`config.mk`:
```
export PLATFORM = sky130hd
export DESIGN_NAME = serial_word_deserializer
export DESIGN_NICKNAME = d
export VERILOG_FILES = /design/src/rtl/serial_word_deserializer.sv
export SDC_FILE = /design/constraint.sdc
export NUM_CORES = 1
export LEC_CHECK = 0
export CAP_MARGIN = 25
export CELL_PAD_IN_SITES_DETAIL_PLACEMENT = 0
export CELL_PAD_IN_SITES_GLOBAL_PLACEMENT = 1
export CORE_ASPECT_RATIO = 0.8
export CORE_MARGIN = 10
export CORE_UTILIZATION = 46
export CTS_CLUSTER_DIAMETER = 120
export DETAILED_ROUTE_END_ITERATION = 10
export MAX_ROUTING_LAYER = met4
export PLACE_DENSITY_LB_ADDON = 0.1
export SYNTH_ARGS = -nofsm -noshare
export SYNTH_HDL_FRONTEND = slang
export SYNTH_SLANG_ARGS = --single-unit
```
`constraint.sdc`:
```
create_clock -name clk -period 2.5 [get_ports clk]
set_input_delay 0.5 -clock clk [delete_from_list [all_inputs] [get_ports clk]]
set_output_delay 0.5 -clock clk [all_outputs]
set_load 0.005 [all_outputs]
```
`src/rtl/serial_word_deserializer.sv`:
```
// serial_word_deserializer
//
// Collects a framed serial bit stream into BITS-wide parallel words and
// buffers completed words in a small FIFO behind a valid/ready handshake.
// Bit order (MSB-first or LSB-first) is chosen per frame with dirIn, which
// is sampled together with frameStart.
//
// Optional feature: define SERIAL_PARITY_CHECK_EN to expect one even-parity
// bit after the BITS data bits of every frame. Frames with bad parity are
// dropped and reported on the extra parityErr pulse output.
//
// Ports:
//   clk        clock
//   reset_n    asynchronous active-low reset
//   serIn      serial data bit
//   serValid   serIn is sampled this cycle
//   frameStart current serIn is bit 0 of a new word (with serValid=1)
//   dirIn      bit order, sampled with frameStart: 0 = MSB first, 1 = LSB first
//   outReady   consumer accepts dataOut this cycle
//   clrOvf     clears the sticky overflow flag
//   dataOut    head-of-FIFO word (holds last value while empty)
//   outValid   FIFO non-empty
//   overflow   sticky: a completed word was dropped because the FIFO was full
//   frameErr   1-cycle pulse: a frame restarted before the word completed
//   parityErr  1-cycle pulse: parity mismatch, word dropped (parity build only)

module serial_word_deserializer #(
  parameter int BITS       = 8,
  parameter int FIFO_DEPTH = 2
) (
  input  logic            clk,
  input  logic            reset_n,
  input  logic            serIn,
  input  logic            serValid,
  input  logic            frameStart,
  input  logic            dirIn,
  input  logic            outReady,
  input  logic            clrOvf,
  output logic [BITS-1:0] dataOut,
  output logic            outValid,
  output logic            overflow,
`ifdef SERIAL_PARITY_CHECK_EN
  output logic            parityErr,
`endif
  output logic            frameErr
);

`ifdef SERIAL_PARITY_CHECK_EN
  localparam int FRAME_LEN = BITS + 1;
`else
  localparam int FRAME_LEN = BITS;
`endif
  localparam int CNT_W = $clog2(FRAME_LEN + 1);
  localparam int PTR_W = $clog2(FIFO_DEPTH);

  typedef enum logic {IDLE, SHIFT} state_t;

  // ---------------------------------------------------------------------
  // Frame assembly
  // ---------------------------------------------------------------------
  state_t            state_reg, state_next;
  logic [BITS-1:0]   shift_reg, shift_next;
  logic [CNT_W-1:0]  count_reg, count_next;
  logic              dir_reg, dir_next;
  logic              frame_err_reg, frame_err_next;
  logic              parity_err_next;
  logic [BITS-1:0]   shifted;
  logic [BITS-1:0]   push_word;
  logic              push;

  // Register contents with the current serial bit shifted in using the
  // latched bit order of the frame in progress.
  assign shifted = dir_reg ? {serIn, shift_reg[BITS-1:1]}
                           : {shift_reg[BITS-2:0], serIn};

  always_comb begin
    state_next      = state_reg;
    shift_next      = shift_reg;
    count_next      = count_reg;
    dir_next        = dir_reg;
    frame_err_next  = 1'b0;
    parity_err_next = 1'b0;
    push            = 1'b0;
`ifdef SERIAL_PARITY_CHECK_EN
    push_word       = shift_reg;
`else
    push_word       = shifted;
`endif

    if (serValid && frameStart) begin
      // A start while SHIFT is active throws away the partial word; the
      // bit still begins a fresh frame so no data cycle is lost.
      frame_err_next = (state_reg == SHIFT);
      dir_next       = dirIn;
      shift_next     = dirIn ? {serIn, {(BITS-1){1'b0}}}
                             : {{(BITS-1){1'b0}}, serIn};
      count_next     = CNT_W'(1);
      state_next     = SHIFT;
    end else if (serValid && (state_reg == SHIFT)) begin
      // Data bits go into the shift register; a trailing parity bit does not.
      if (count_reg < CNT_W'(BITS)) begin
        shift_next = shifted;
      end
      count_next = count_reg + CNT_W'(1);
      if (count_reg == CNT_W'(FRAME_LEN - 1)) begin
        state_next = IDLE;
        count_next = '0;
`ifdef SERIAL_PARITY_CHECK_EN
        // Even parity: data ones plus the parity bit must be even.
        if (serIn == ^shift_reg) begin
          push = 1'b1;
        end else begin
          parity_err_next = 1'b1;
        end
`else
        push = 1'b1;
`endif
      end
    end
  end

  // ---------------------------------------------------------------------
  // Output FIFO
  // ---------------------------------------------------------------------
  logic [BITS-1:0]  mem [FIFO_DEPTH];
  logic [PTR_W:0]   wr_ptr_reg, rd_ptr_reg;
  logic [PTR_W:0]   fill;
  logic [PTR_W-1:0] rd_idx_after;
  logic             fifo_empty, fifo_full;
  logic             pop, push_ok, ovf_set;
  logic [BITS-1:0]  data_out_reg, data_out_next;
  logic             overflow_reg;

  assign fifo_empty   = (wr_ptr_reg == rd_ptr_reg);
  assign fifo_full    = (wr_ptr_reg[PTR_W] != rd_ptr_reg[PTR_W]) &&
                        (wr_ptr_reg[PTR_W-1:0] == rd_ptr_reg[PTR_W-1:0]);
  assign fill         = wr_ptr_reg - rd_ptr_reg;
  assign rd_idx_after = rd_ptr_reg[PTR_W-1:0] + PTR_W'(1);

  assign pop     = !fifo_empty && outReady;
  // A pop in the same cycle frees the slot, so a full FIFO can still accept.
  assign push_ok = push && (!fifo_full || pop);
  assign ovf_set = push && fifo_full && !pop;

  // dataOut is a register holding the head word, so it can keep its last
  // value once the FIFO drains instead of exposing a stale RAM slot.
  always_comb begin
    data_out_next = data_out_reg;
    if (pop) begin
      if (fill > (PTR_W+1)'(1)) begin
        data_out_next = mem[rd_idx_after];
      end else if (push_ok) begin
        data_out_next = push_word;
      end
    end else if (fifo_empty && push_ok) begin
      data_out_next = push_word;
    end
  end

  always_ff @(posedge clk) begin
    if (push_ok) begin
      mem[wr_ptr_reg[PTR_W-1:0]] <= push_word;
    end
  end

  // ---------------------------------------------------------------------
  // State registers
  // ---------------------------------------------------------------------
`ifdef SERIAL_PARITY_CHECK_EN
  logic parity_err_reg;

  always_ff @(posedge clk or negedge reset_n) begin
    if (!reset_n) begin
      parity_err_reg <= 1'b0;
    end else begin
      parity_err_reg <= parity_err_next;
    end
  end

  assign parityErr = parity_err_reg;
`else
  logic unused_parity;
  assign unused_parity = parity_err_next;
`endif

  always_ff @(posedge clk or negedge reset_n) begin
    if (!reset_n) begin
      state_reg     <= IDLE;
      shift_reg     <= '0;
      count_reg     <= '0;
      dir_reg       <= 1'b0;
      frame_err_reg <= 1'b0;
      wr_ptr_reg    <= '0;
      rd_ptr_reg    <= '0;
      data_out_reg  <= '0;
      overflow_reg  <= 1'b0;
    end else begin
      state_reg     <= state_next;
      shift_reg     <= shift_next;
      count_reg     <= count_next;
      dir_reg       <= dir_next;
      frame_err_reg <= frame_err_next;
      data_out_reg  <= data_out_next;
      // A fresh overflow wins over a simultaneous clear.
      overflow_reg  <= ovf_set || (overflow_reg && !clrOvf);
      if (push_ok) begin
        wr_ptr_reg <= wr_ptr_reg + (PTR_W+1)'(1);
      end
      if (pop) begin
        rd_ptr_reg <= rd_ptr_reg + (PTR_W+1)'(1);
      end
    end
  end

  assign dataOut  = data_out_reg;
  assign outValid = !fifo_empty;
  assign overflow = overflow_reg;
  assign frameErr = frame_err_reg;

endmodule

```
==> results_tabular.tex <==
\begin{tabular}{lr}
\hline
Metric & Value \\
\hline
\multicolumn{2}{l}{\textbf{Outcome}} \\
\quad Run status & completed \\
\multicolumn{2}{l}{\textbf{Synthesis}} \\
\quad Number of register bits inferred by synthesis & 44 \\
\quad Most area-hungry cell type in the Yosys netlist & dfrtp\_1 \\
\quad Ys async rst share & 63.6\% \\
\quad Post-synthesis instance total & approximately 170 \\
\quad Most instantiated cells after synthesis & 28 x dfrtp\_1, 16 x edfxtp\_1, 16 x mux2i\_1 \\
\quad Synth Flop Type & dfrtp\_1 \\
\quad Most common cell in the netlist & dfrtp\_1 \\
\quad Number of synthesis warnings & 0 \\
\quad Count of flip-flops with a built-in enable after synthesis & 16 \\
\quad Post-synthesis instance area & between 2000 and 2500 um2 \\
\quad Area share of the leading cell type in the synthesized netlist & approximately a third \\
\quad Top area cells in the synthesized netlist & dfrtp\_1 34\%, edfxtp\_1 23\%, mux2i\_1 7.7\% \\
\quad Count of cell types in the netlist & 36 \\
\quad Post-Syn Area per Cell & 12.3 um2 \\
\quad Share of the yosys chip area belonging to registers & a little under three fifths \\
\quad Synthesized net count & between 150 and 200 \\
\multicolumn{2}{l}{\textbf{STA}} \\
\quad Final worst path period share & approximately 90\% \\
\quad Clock skew & $\sim$0.0054 ns \\
\quad Tightest Pin Transition & about 0.64 ns \\
\quad Maximum operating frequency & roughly 440 MHz \\
\quad Hold Violations, Final & 0 \\
\quad Setup repair after global routing missed its margin & false \\
\quad Worst slew margin relative to its limit & 56.9\% \\
\quad Final critical-path setup slack & around 0.25 ns \\
\quad Total negative slack & 0 ns \\
\quad Max-slew violations & 0 \\
\quad Final worst path period need & $\sim$2.3 ns \\
\quad Final setup violation count & 0 \\
\multicolumn{2}{l}{\textbf{Cells and area}} \\
\quad FILL cells & between 300 and 400 \\
\quad Layout cell share with drive strength beyond 1 & between 10\% and 20\% \\
\quad Area taken by multi-input logic gates & 778 um2 \\
\quad Total area of sequential cells & 1180 um2 \\
\quad Layout Nets & roughly 210 \\
\quad Area delta synth->final & 16.8\% \\
\quad Number of antenna cells inserted & 0 \\
\quad Max reg flops & 16 \\
\multicolumn{2}{l}{\textbf{Clocking}} \\
\quad Skew-Pair Late Insertion Delay & about 0.3 ns \\
\quad Hold buffers post-CTS & 0 \\
\quad Deepest level of the CTS H-tree & 2 \\
\quad Number of buffers created by CTS & 5 \\
\quad CTS tree & built \\
\quad Count of buffers added by post-CTS timing repair for setup & 0 \\
\quad Clock slew seen by the registers of the worst setup and hold paths & 0.08 ns \\
\quad Clock Sinks & between 40 and 50 \\
\quad Number of buffers between clock root and the deepest sink & 2 \\
\quad Post-cts gate resize count & 0 \\
\quad Root Buffer Master & clkbuf\_8 \\
\multicolumn{2}{l}{\textbf{Floorplanning}} \\
\quad Die span in x & $\sim$95 um \\
\quad Core footprint & roughly 4300 um2 \\
\quad Number of primary I/O pins & 19 \\
\quad Die area & 7610 um2 \\
\quad Number of placement rows & 21 \\
\quad Initial Util & 48.7\% \\
\quad Floorplan die height & between 80 and 90 um \\
\multicolumn{2}{l}{\textbf{Min path}} \\
\quad Hold depth & 1 \\
\quad Kind of path behind the tightest hold check & flop to flop \\
\multicolumn{2}{l}{\textbf{Global route}} \\
\quad Final global-route overflow total & 0 \\
\quad Largest net degree at the start of global routing & 29 \\
\quad Initial antenna violation count & 0 \\
\quad Vias in the first global route & about 1400 \\
\quad Global-route wire length before repair & between 6000 and 7000 um \\
\quad Total Routing Usage GR & between 10\% and 20\% \\
\multicolumn{2}{l}{\textbf{Drt}} \\
\quad M1 wire length & approximately 1900 um \\
\quad Length of routed met3 wiring & between 200 and 250 um \\
\quad DR vias & $\sim$1300 \\
\quad DRC violations left & 0 \\
\quad Routed wire length on met2 & approximately 1700 um \\
\quad Post-detailed-routing wire length & around 3900 um \\
\quad Number of iterations in the first detailed-routing pass & 4 \\
\quad Topmost layer with routed signal wires & met4 \\
\quad Detail Route Antenna Nets & 0 \\
\quad DRC violation total after the first TritonRoute iteration & between 70 and 80 \\
\quad Mean routed wirelength per cell & between 15 and 20 um \\
\quad Vias per std cell & between 5 and 6 \\
\multicolumn{2}{l}{\textbf{Place}} \\
\quad Worst slack after detailed placement & roughly 0.24 ns \\
\quad Placer Congestion & 0.719 \\
\quad Number of buffers added on ports & 18 \\
\quad Post-detailed-placement half-perimeter wirelength & roughly 2800 um \\
\multicolumn{2}{l}{\textbf{Critical path}} \\
\quad Slowest cell delay on critical path & 0.51 ns \\
\quad Number of cells on the critical path & 4 \\
\quad Cell class contributing the biggest share of worst-path delay & buffers and inverters \\
\quad Arrival time worst endpoint & 1.75 ns \\
\quad Cells along the critical path & inv\_1 -> ha\_1 -> nand2\_1 -> clkdlybuf4s50\_1 \\
\quad Worst setup EP type & output pin \\
\quad Kind of start point of the critical path & flop \\
\quad Worst Reg2Reg Path Length in Cells & 5 \\
\quad Required time of the critical path & roughly 2.0 ns \\
\quad Max stage delay cell, worst path & clkdlybuf4s50\_1 \\
\quad Worst Path Class, Setup & flop to output pin \\
\quad Bufs and invs on worst path & 2 \\
\quad Worst-path fanout max & 4 \\
\multicolumn{2}{l}{\textbf{Power and ir drop}} \\
\quad Post-layout power & 2.16 mW \\
\quad Leak & 0.968 nW \\
\quad Cell area power density & 893 nW/um2 \\
\quad Maximum vdd ir drop & $\sim$480 uV \\
\multicolumn{2}{l}{\textbf{Job}} \\
\quad Max-Cap Viols & 0 \\
\hline
\end{tabular}
-- path summary, 6_finish.rpt --
| path | startpoint | endpoint | slack [ns] |
|---|---|---|---|
| setup reg to reg | wr_ptr_reg[0] | wr_ptr_reg[1] | 0.60 |
| max in group asynchronous | reset_n | dataOut[5] | 1.66 |
| hold reg to reg | dataOut[7] | dataOut[7] | 0.49 |
| hold / removal | dataOut[7] | dataOut[7] | 0.49 |
| min in group asynchronous | reset_n | count_reg[1] | 0.56 |
| setup / recovery | wr_ptr_reg[0] | outValid | 0.25 |
-- through the flow --
step | area, um2 | hold slack, ns | utilization (%) | instances
after CTS | 2420 | 0.501 | 56.9 | 253
after floorplan | 2070 | 0.204 | - | 169
after detailed placement | 2320 | 0.481 | 54.6 | 245
final | 2420 | 0.495 | 56.9 | 253
after global routing | 2420 | 0.534 | 56.9 | 253
after global placement | 2320 | 0.472 | 54.6 | 245
-- cells in the final DEF (no fill, tap or decap), drive strengths merged, types with 2 or more instances in the layout --
master         Yosys  routed
o21ai             11      11
mux2i             17      17
clkinvlp           0       2
ha                 2       2
o22a               8       8
mux2               9       9
clkbuf             4       6
o22ai              2       2
dfrtp             28      28
and3               3       3
xnor2              4       4
nand4              2       2
clkdlybuf4s50      0      18
buf                3       9
inv               12      12
a21oi              7       7
nor2b              2       2
edfxtp            16      16
nand2             15      15
nor3               8       8
nor2               4       4
-- layout make-up --
| class | instances | area share (%) |
|---|---|---|
| sequential | 44 | 48.8 |
| tap | 57 | 2.95 |
| inverter | 12 | 1.86 |
| multi-input combinational | 105 | 32.1 |
| timing repair buffer | 27 | 10.2 |
| clock inverter | 2 | 0.620 |
| clock buffer | 6 | 3.41 |
-- where the power goes --
part / switching (mW) / total (mW) / internal (mW)
clock: 0.245 / 0.469 / 0.224
sequential: 0.0842 / 0.952 / 0.868
combinational: 0.322 / 0.742 / 0.420
-- cell families (layout without fill, tap and decap cells) --
family / Yosys count / count (layout) / share of synthesized area, %
multiplexers: 26 / 26 / 13.7
buffers and inverters: 20 / 47 / 5.49
AO/OA/AOI/OAI: 32 / 32 / 10.3
AND/OR/NAND/NOR: 40 / 40 / 9.90
flip-flops: 44 / 44 / 57.0
XOR/XNOR: 5 / 5 / 2.47
adder cells (fa/ha/maj): 2 / 2 / 1.21
-- routing by layer --
metal	global-route usage, %	up-vias
met5	-	-
met4	4.93	0
met3	3.38	9
met2	15.5	29
met1	14.9	632
li1	-	659
(Power assumes the default switching activity.)
